--- src/rtl/perif_fifo_send_pack_pkg.sv ---
// Shared peripheral I/O definitions.
// One-hot write-size encoding and its byte count.
package perif_fifo_send_pack_pkg;

    localparam int SizeB = 0;
    localparam int SizeW = 1;
    localparam int SizeD = 2;
    localparam int SizeQ = 3;

    // Non-one-hot codes map to 0 so callers can treat them as illegal
    function automatic logic [3:0] sizeBytes(input logic [3:0] oneHot);
        logic [3:0] n;
        n = 4'd0;
        case (oneHot)
            4'b0001 << SizeB: n = 4'd1;
            4'b0001 << SizeW: n = 4'd2;
            4'b0001 << SizeD: n = 4'd4;
            4'b0001 << SizeQ: n = 4'd8;
            default:          n = 4'd0;
        endcase
        return n;
    endfunction

endpackage

--- src/rtl/perif_byte_lane_wr.sv ---
// Per-entry write enables and rotated data for a
// little-endian multi-byte write into a circular byte array.
module perif_byte_lane_wr #(
    parameter int CAddrLen = 5
) (
    input  logic [CAddrLen-1:0]               AWrPtr,
    input  logic [3:0]                        ALen,
    input  logic [63:0]                       AData,
    output logic [2**CAddrLen-1:0]            AEntWe,
    output logic [2**CAddrLen-1:0][7:0]       AEntData
);

    localparam int Depth = 2**CAddrLen;

    logic [CAddrLen-1:0] off;

    // Offset of each entry from the write pointer picks its source byte
    always_comb begin
        off = '0;
        AEntWe = '0;
        AEntData = '0;
        for (int e = 0; e < Depth; e++) begin
            off = CAddrLen'(e) - AWrPtr;
            AEntWe[e] = off < CAddrLen'(ALen);
            AEntData[e] = AData[off[2:0]*8 +: 8];
        end
    end

endmodule

--- src/rtl/perif_fifo_send_pack.sv ---
// Transmit byte FIFO: multi-byte bus writes in,
// single bytes out to the serial codec.
module perif_fifo_send_pack
    import perif_fifo_send_pack_pkg::*;
#(
    parameter int CAddrLen = 5
) (
    input  logic        AClkH,
    input  logic        AResetHN,
    input  logic        AClkHEn,
    input  logic        AScanI,
    output logic        AScanO,
    input  logic        AScanE,
    input  logic        AResetSN,
    input  logic [63:0] ADataI,
    input  logic [3:0]  AWrSize,
    output logic [7:0]  ADataO,
    input  logic        ARdEn,
    output logic        AHasData,
    output logic        AHasSpace,
    output logic [15:0] AFreeSize,
    output logic        AOvf
);

    localparam int Depth = 2**CAddrLen;
    localparam int FW = CAddrLen + 1;
    localparam int SW = Depth*8 + 3*CAddrLen + 1;

    logic [SW-1:0] stQ;
    logic [SW-1:0] stD;

    logic [Depth-1:0][7:0] FMem;
    logic [CAddrLen-1:0]   FWrPtr;
    logic [CAddrLen-1:0]   FRdPtr;
    logic [FW-1:0]         FFill;

    logic [Depth-1:0][7:0] memD;
    logic [CAddrLen-1:0]   wrD;
    logic [CAddrLen-1:0]   rdD;
    logic [FW-1:0]         fillD;

    logic [3:0]            wrLen;
    logic [FW-1:0]         freeSize;
    logic                  wrReq;
    logic                  wrOk;
    logic                  popOk;
    logic [Depth-1:0]      laneWe;
    logic [Depth-1:0][7:0] laneData;

    // All flops live in one vector so scan shifts straight through it
    assign {FMem, FWrPtr, FRdPtr, FFill} = stQ;
    assign AScanO = stQ[SW-1];

    assign wrLen    = sizeBytes(AWrSize);
    assign wrReq    = |AWrSize;
    assign freeSize = FW'(Depth) - FFill;
    assign wrOk     = (wrLen != 4'd0) && (FW'(wrLen) <= freeSize);
    assign popOk    = ARdEn && (FFill != '0);

    assign AOvf      = AClkHEn && wrReq && !wrOk;
    assign AHasData  = FFill != '0;
    assign AHasSpace = freeSize >= FW'(8);
    assign AFreeSize = 16'(freeSize);
    assign ADataO    = FMem[FRdPtr];

    perif_byte_lane_wr #(
        .CAddrLen (CAddrLen)
    ) uLane (
        .AWrPtr   (FWrPtr),
        .ALen     (wrLen),
        .AData    (ADataI),
        .AEntWe   (laneWe),
        .AEntData (laneData)
    );

    always_comb begin
        memD  = FMem;
        wrD   = FWrPtr;
        rdD   = FRdPtr;
        fillD = FFill;
        if (AClkHEn) begin
            if (!AResetSN) begin
                wrD   = '0;
                rdD   = '0;
                fillD = '0;
            end else begin
                if (wrOk) begin
                    for (int e = 0; e < Depth; e++) begin
                        if (laneWe[e]) memD[e] = laneData[e];
                    end
                    wrD = FWrPtr + CAddrLen'(wrLen);
                end
                if (popOk) rdD = FRdPtr + CAddrLen'(1);
                fillD = FFill + FW'(wrOk ? wrLen : 4'd0)
                      - FW'(popOk);
            end
        end
    end

    always_comb begin
        stD = {memD, wrD, rdD, fillD};
        if (AScanE) stD = {stQ[SW-2:0], AScanI};
    end

    always_ff @(posedge AClkH or negedge AResetHN) begin
        if (!AResetHN) stQ <= '0;
        else           stQ <= stD;
    end

endmodule

--- config.mk ---
export PLATFORM = sky130hd
export DESIGN_NAME = perif_fifo_send_pack
export DESIGN_NICKNAME = d
export VERILOG_FILES = /design/src/rtl/perif_fifo_send_pack_pkg.sv /design/src/rtl/perif_byte_lane_wr.sv /design/src/rtl/perif_fifo_send_pack.sv
export SDC_FILE = /design/constraint.sdc
export NUM_CORES = 1
export LEC_CHECK = 0
export BUFFER_PORTS_ARGS = -buffer_cell sky130_fd_sc_hd__buf_2
export CORE_MARGIN = 2
export CORE_UTILIZATION = 26
export DETAILED_ROUTE_END_ITERATION = 10
export SYNTH_ARGS = -nofsm -noshare
export SYNTH_HDL_FRONTEND = slang
export SYNTH_SLANG_ARGS = --single-unit
--- constraint.sdc ---
create_clock -name AClkH -period 6.4 [get_ports AClkH]
set_input_delay 0.96 -clock AClkH [delete_from_list [all_inputs] [get_ports AClkH]]
set_output_delay 0.96 -clock AClkH [all_outputs]
set_load 0.1 [all_outputs]
==> flow_summary.rst, run 1 <==
.. list-table::
   :header-rows: 1

   * - Metric
     - Value
   * - Outcome
     - completed
   * - Number of buffers created by CTS
     - 30
   * - Synth unique cells
     - 75
   * - Final Total Pwr
     - about 8600 uW
   * - Flip-flop count of the largest register, all copies and words added
     - approximately 270
   * - Half-perimeter wire length after detailed placement
     - a little over 50000 microns
   * - Worst IR Drop VDD
     - 0.205 mV
   * - Max Fclk
     - slightly below 200 MHz
   * - Number of antenna violations at the first check in global routing
     - 4
   * - Sequential share of the synthesized area
     - between 30% and 40%
   * - Total area of multi-input combinational cells
     - roughly 12000 sq um
   * - Number of violations reported at the end of detailed-routing iteration 0
     - ~2.1k
   * - Fill cell instance count of the final layout
     - between 7k and 8k
   * - Final setup fails
     - 0
   * - Die Outline Area
     - between 70000 and 80000 sq um
   * - CTS sink cnt
     - between 200 and 300
   * - Number of global-route vias before repair
     - around 16k
   * - Synthesis Warnings
     - 0
   * - Router iterations before antenna repair
     - 6
   * - N_diodes
     - 0
   * - Total power density per cell area
     - between 300 and 400 nW/um^2
   * - Relative slew slack
     - between 10% and 20%
   * - Number of setup buffers added after CTS
     - 0
   * - Clock insertion delay at the later pin of the skew report
     - around 0.59 ns
   * - Vias per cell
     - 5.79
   * - Worst reg2reg path endpoint
     - stQ[62]
   * - Sum Neg Setup Slack
     - 0 ns
   * - Clock tree from TritonCTS
     - yes
   * - Leakage power of the design
     - roughly 0.0092 uW
   * - Logic depth of the worst register-to-register path
     - 9
   * - Number of max-cap violations
     - 0
   * - Quantity of hold-fixing buffers added after cts
     - 0
   * - Number of cells upsized or downsized after cts
     - 0
   * - Cell count after synthesis
     - about 1.8k
   * - Largest net degree at the start of global routing
     - 211
   * - Count of flip-flops with a built-in enable after synthesis
     - 0
   * - Slew at the pin closest to its max-slew limit
     - between 1 and 1.5 ns
   * - Detail Route Antenna Nets
     - 0
   * - Top Registers
     - stQ: 272 flops
   * - Initial Util
     - a little over a quarter
   * - Share of the cycle needed by the critical path after routing
     - ~79%
   * - Last weighted congestion value of the routability-driven placer
     - 0.943
   * - Post-synthesis cell area
     - around 19000 sq um
   * - Via count
     - about 16k
   * - Count of final hold-check violations
     - 0
   * - Die extent in y
     - 277 microns
   * - Syn_area_per_cell
     - 10.8 sq um
   * - Register with the most flip-flops
     - stQ
   * - Post-detailed-routing wire length
     - around 70000 microns
   * - Die X-Extent
     - around 280 microns
   * - Number of nets in the final layout
     - 1948
   * - Share of post-route cells with drive strength above 1
     - a little over a fifth
   * - Commonest cells after routing, fill and taps aside
     - 268 x sky130_fd_sc_hd__dfrtp_1, 218 x sky130_fd_sc_hd__nand2_1, 154 x sky130_fd_sc_hd__a221o_1, 144 x sky130_fd_sc_hd__mux4_2, 103 x sky130_fd_sc_hd__a21oi_1
   * - Setup slack of the worst register-to-register path
     - approximately 1.4 ns
   * - Class of the most critical hold timing path
     - in2async
   * - Number of top-level pins
     - roughly 100
   * - Post-synthesis async set-or-reset flop share
     - 100%
   * - FF-to-FF Start
     - stQ[12]
   * - Number of placement rows
     - 100
   * - Routed len/inst
     - 24.8 microns
   * - Minimum period implied by the final worst setup slack
     - between 5 and 6 ns
   * - Max Buffers Root-to-Sink
     - 3
   * - Data arrival time of the critical path
     - between 5 and 6 ns
   * - Clock root buffer
     - sky130_fd_sc_hd__clkbuf_16
   * - Number of levels in the clock H-tree
     - 1
   * - Slew Viols, Final
     - 0
   * - Critical path capture point type
     - register
   * - Category of the critical setup timing path
     - reg2reg
   * - Leading cell type in the layout, fill and taps excluded
     - sky130_fd_sc_hd__dfrtp_1
   * - Overall Global Routing Usage
     - approximately 18%
   * - Buffers added on ports
     - 92
   * - Maximum fanout encountered on the critical timing path
     - 42
   * - Area Growth Syn to Fin
     - 12.2%
   * - Flip-flop and latch count after synthesis
     - about 270
   * - Clock edge transition at the registers on the reported setup and hold paths
     - roughly 0.070 ns
   * - Core box area
     - 74200 sq um
   * - Critical Path Start Type
     - register
   * - Wire length of the first global-routing pass
     - between 100000 and 150000 microns
   * - Sequential cell area
     - a little under 7000 sq um
   * - Post-route DRC
     - 0
   * - Setup repair after global routing missed its margin
     - no
   * - Critical Path RT
     - ~6.8 ns
   * - Worst setup skew after layout
     - a little over 0.007 ns
   * - GRT Residual Overflow
     - 0
   * - Most used flip-flop cell after synthesis
     - sky130_fd_sc_hd__dfrtp_1
[report_power, final]
group          internal [uW]  total, uW  switching (uW)  leakage (uW)
clock network           1140       1900             768      0.000530
registers               2250       2930             679       0.00371
logic                   1510       3750            2240       0.00494
[cells in the mapped netlist (all sizes together), types with 3 or more instances]
cell type | n | area (sq um)
a2111oi | 5 | 113
a211o | 3 | 27.5
a211oi | 11 | 145
a21o | 46 | 345
a21oi | 113 | 603
a221o | 154 | 1540
a22o | 40 | 350
a22oi | 3 | 22.5
a32oi | 9 | 78.8
and2 | 66 | 413
and3 | 57 | 357
buf | 52 | 305
clkbuf | 101 | 379
clkinv | 4 | 15.0
dfrtp | 272 | 6810
ha | 65 | 813
inv | 99 | 372
mux2 | 11 | 124
mux2i | 3 | 30.0
mux4 | 144 | 3240
nand2 | 219 | 830
nand2b | 8 | 50.1
nand3 | 69 | 345
nor2 | 20 | 80.1
nor2b | 5 | 31.3
nor3 | 16 | 126
nor3b | 53 | 428
nor4 | 3 | 63.8
nor4b | 5 | 80.1
o211ai | 9 | 72.6
o21ai | 18 | 90.1
o311ai | 59 | 577
xnor2 | 30 | 263
xor2 | 7 | 68.8
[through the flow]
stage                     area (sq um)  utilization, %  hold WS [ns]  setup slack (ns)  cells
after floorplan                  19400               -         0.461             0.787   1811
after CTS                        21800            29.3         0.507              1.40   2798
after global routing             21800            29.3         0.520             0.945   2798
after global placement           20700            27.9         0.485              1.57   2743
after detailed placement         20700            27.9         0.493              1.44   2743
final                            21800            29.3         0.477              1.37   2798
[critical path, cell delays in order (launching register included)]
cell                       delay (ns)
sky130_fd_sc_hd__dfrtp_2         1.02
sky130_fd_sc_hd__inv_1           0.40
sky130_fd_sc_hd__ha_1            0.75
sky130_fd_sc_hd__clkinv_1        0.53
sky130_fd_sc_hd__ha_1            0.45
sky130_fd_sc_hd__a21o_1          0.18
sky130_fd_sc_hd__a211o_1         0.32
sky130_fd_sc_hd__nor3b_2         0.60
sky130_fd_sc_hd__and2_0          0.40
sky130_fd_sc_hd__o311ai_0        0.18
[layer usage]
layer | vias up | GRT usage (%) | wire length [microns]
met4 | 6 | 6.35 | 2860
met5 | - | 0 | 41
met3 | 157 | 4.90 | 7090
li1 | 6943 | - | -
met1 | 8269 | 23.5 | 28400
met2 | 829 | 27.0 | 31100
[cell type report]
cell class	count	area share (%)
Inverter	103	1.78
Multi-Input combinational cell	1283	53.1
Sequential cell	272	31.3
Tap cell	969	5.57
Clock inverter	11	0.793
Timing Repair Buffer	116	3.28
Clock buffer	44	4.15
[how the worst max path moves through the flow]
stage	startpoint	to	slack (ns)
3_5_place_dp	stQ[12]	stQ[61]	1.44
6_report	stQ[12]	stQ[62]	1.37
2_1_floorplan	stQ[0]	AOvf	0.79
4_1_cts	stQ[12]	stQ[62]	1.40
3_3_place_gp	AWrSize[2]	stQ[4]	1.57
5_1_grt	stQ[12]	stQ[62]	0.94
[cells by family after synthesis]
kind of cell | Yosys count | synth area share [%]
multiplexers | 158 | 17.5
adder cells (fa/ha/maj) | 67 | 4.40
AO/OA/AOI/OAI | 481 | 20.9
AND/OR/NAND/NOR | 530 | 14.9
other | 1 | 0.0193
XOR/XNOR | 37 | 1.71
buffers and inverters | 256 | 5.52
flip-flops | 272 | 35.1
(Power assumes the default switching activity.)
==> run 2, diff against run 1 <==
==> constraint.sdc (replaced) <==
create_clock -name AClkH -period 4.21 [get_ports AClkH]
set_input_delay 0.6315 -clock AClkH [delete_from_list [all_inputs] [get_ports AClkH]]
set_output_delay 0.6315 -clock AClkH [all_outputs]
set_load 0.1 [all_outputs]
==> flow_summary.rst, run 2 (synthesis gave the netlist of run 1 again) <==
.. list-table::
   :header-rows: 1

   * - Metric
     - Value
   * - Top Registers
     - stQ: 272 flops
   * - Number of nets in the final layout
     - 1997 (+2.5%)
   * - Cell with the largest stage delay on the worst path
     - sky130_fd_sc_hd__dfrtp_4
   * - Class of the most critical hold timing path
     - in2async
   * - Share of power burned in the clock network
     - 21.7% (-0.5 points)
   * - Final Total Pwr
     - 13200 uW (+54%)
   * - Post-route DRC
     - 0 (unchanged)
   * - Comb power frac
     - 45.4% (+1.7 points)
   * - Critical path capture point type
     - output pin
   * - Share of post-route cells with drive strength above 1
     - 23.2% (+2.2 points)
   * - Final setup fails
     - 0 (unchanged)
   * - Die extent in y
     - 277 microns (unchanged)
   * - Category of the critical setup timing path
     - reg2out
   * - Number of top-level pins
     - 103 (unchanged)
   * - Relative contribution of sequential cells to total power
     - 32.8% (-1.3 points)
   * - Setup slack after placement
     - 0.362 ns (-1.08 ns)
   * - Die Outline Area
     - 76800 sq um (unchanged)
   * - Worst IR Drop VDD
     - 0.373 mV (+82%)
   * - Power dissipated by switching net loads
     - 5620 uW (+53%)
   * - Buffers added on ports
     - 92 (unchanged)
   * - Number of global-route vias before repair
     - 15.8k (+1.7%)
   * - Total power density per cell area
     - 593 nW/um^2 (+51%)
   * - Max Fclk
     - approximately 250 MHz
   * - Last weighted congestion value of the routability-driven placer
     - 0.929 (-1.4%)
   * - Clock root buffer
     - sky130_fd_sc_hd__clkbuf_16
   * - Number of cells upsized or downsized after cts
     - 0 (unchanged)
   * - Area Growth Syn to Fin
     - 14.4%
   * - Minimum period implied by the final worst setup slack
     - just under 4 ns
   * - Initial Util
     - 26.1% (unchanged)
   * - Cell seen most often among critical-path stages
     - sky130_fd_sc_hd__mux4_2
   * - Worst setup skew after layout
     - 0.0159 ns (+0.00865 ns)
   * - Count of placed standard cells including taps
     - 2792 (+1.8%)
   * - Commonest cells after routing, fill and taps aside
     - 268 x sky130_fd_sc_hd__dfrtp_1, 218 x sky130_fd_sc_hd__nand2_1, 154 x sky130_fd_sc_hd__a221o_1, 144 x sky130_fd_sc_hd__mux4_2, 102 x sky130_fd_sc_hd__a21oi_1
   * - Slew Viols, Final
     - 0 (unchanged)
   * - Number of placement rows
     - 100 (unchanged)
   * - Number of max-cap violations
     - 0 (unchanged)
   * - Flip-flop count of the largest register, all copies and words added
     - 272 (unchanged)
   * - Critical Path RT
     - 3.58 ns (-3.22 ns)
   * - Clock insertion delay at the later pin of the skew report
     - 0.58 ns (about the same)
   * - Critical Path Start Type
     - register
   * - Max Buffers Root-to-Sink
     - 3 (unchanged)
   * - Detail Route Antenna Nets
     - 0 (unchanged)
   * - Outcome
     - completed
   * - Overall Global Routing Usage
     - 17.6% (+0.080 points)
   * - Data arrival time of the critical path
     - 3.30 ns (-2.14 ns)
   * - Total internal power
     - 7540 uW (+54%)
   * - Via count
     - 16.5k (+2.1%)
   * - Clock tree from TritonCTS
     - yes
   * - Leakage power of the design
     - 0.00945 uW (+2.9%)
   * - Core box area
     - 74200 sq um (unchanged)
   * - Worst setup slack after layout
     - 0.277 ns (-1.09 ns)
   * - Number of buffers created by CTS
     - 29 (-3.3%)
   * - Largest net degree at the start of global routing
     - 153 (-27%)
   * - Number of levels in the clock H-tree
     - 1 (unchanged)
   * - Routed len/inst
     - 24.3 microns (-2.1%)
   * - Wire length of the first global-routing pass
     - 104000 microns (+0.74%)
   * - Critical Path, Cell by Cell
     - buf_4, mux4_2, mux4_2, mux2_2, buf_2
   * - Slew at the pin closest to its max-slew limit
     - 1.44 ns (+0.191 ns)
   * - Maximum fanout encountered on the critical timing path
     - 17 (-60%)
   * - Number of violations reported at the end of detailed-routing iteration 0
     - 2005 (-5.8%)
   * - CP max stage delay
     - 0.69 ns (-0.33 ns)
   * - Setup repair after global routing missed its margin
     - no
   * - Vias per cell
     - 5.81 (+0.26%)
   * - Quantity of hold-fixing buffers added after cts
     - 0 (unchanged)
   * - Number of antenna violations at the first check in global routing
     - 3 (-1)
   * - Net Sw Frac
     - 42.7% (-0.27 points)
   * - CTS sink cnt
     - 272 (unchanged)
   * - Sum Neg Setup Slack
     - 0 ns (unchanged)
   * - Die X-Extent
     - 277 microns (unchanged)
   * - Relative slew slack
     - 4.11% (-13 points)
   * - Fin cells
     - 2848 (+1.8%)
   * - Share of the cycle needed by the critical path after routing
     - 93.4%
   * - Leading cell type in the layout, fill and taps excluded
     - sky130_fd_sc_hd__dfrtp_1
   * - Register with the most flip-flops
     - stQ
   * - Post-detailed-routing wire length
     - 69200 microns (-0.36%)
   * - GRT Residual Overflow
     - 0 (unchanged)
   * - Router iterations before antenna repair
     - 5 (-1)
   * - Clock edge transition at the registers on the reported setup and hold paths
     - 0.07 ns (about the same)
   * - Half-perimeter wire length after detailed placement
     - 50400 microns (-1.9%)
   * - Count of final hold-check violations
     - 0 (unchanged)
## run 2: worst paths after layout
kind | end | slack [ns] | from | cells after the start
max in group asynchronous | stQ[129] | 3.04 | AResetHN | 2
hold / removal | stQ[213] | 0.09 | AResetHN | 1
setup / recovery | ADataO[0] | 0.28 | stQ[6] | 5
setup reg to reg | stQ[122] | 0.46 | stQ[12] | 10
min in group AClkH | stQ[0] | 0.29 | AScanI | 2
hold reg to reg | stQ[139] | 0.51 | stQ[139] | 1
## run 2: layer usage
metal / routed length, microns / track usage [%] / vias to the layer above / part of all wire, %
met1: 29000 / 24.3 / 8470 / 42
li1: - / - / 7058 / -
met2: 30500 / 26.7 / 862 / 44
met5: 0 / 0 / - / 0
met4: 2900 / 6.70 / 0 / 4.2
met3: 6750 / 4.21 / 147 / 9.8
## run 2: power groups by stage
stage | logic (uW) | registers, uW | clock network (uW)
after floorplan | 4260 | 3900 | 0
final | 5980 | 4320 | 2860
after detailed placement | 5850 | 4320 | 0
after global routing | 6350 | 4390 | 3000
after global placement | 5740 | 4300 | 0
after CTS | 5870 | 4290 | 2870
## run 2: what timing repair did
action | CTS | global route
setup endpoints to repair | 0 | 2
endpoints found under the hold margin | 0 | 0
setup buffers | 0 | 1
## run 2: stage by stage
stage | cell area, sq um | hold slack (ns) | utilization (%)
6_report | 22200 | 0.0912 | 29.9
5_1_grt | 22200 | 0.135 | 29.9
4_1_cts | 22200 | 0.108 | 29.9
3_5_place_dp | 21100 | 0.492 | 28.5
3_3_place_gp | 21100 | 0.483 | 28.5
2_1_floorplan | 19500 | 0.336 | -
## run 2: cell type report
class,instances,area [sq um]
antenna,3,7.51
clock buffer,39,813
clock inverter,13,219
fill,7564,52000
inverter,103,387
multi-input combinational,1283,11600
sequential,272,6820
tap,969,1210
timing repair buffer,166,1150
## run 2: critical path, delay by kind of cell, from the launching register on
family,cells,cell delay (ns)
DFF,1,0.69
buffers and inverters,2,0.62
muxes,3,1.39
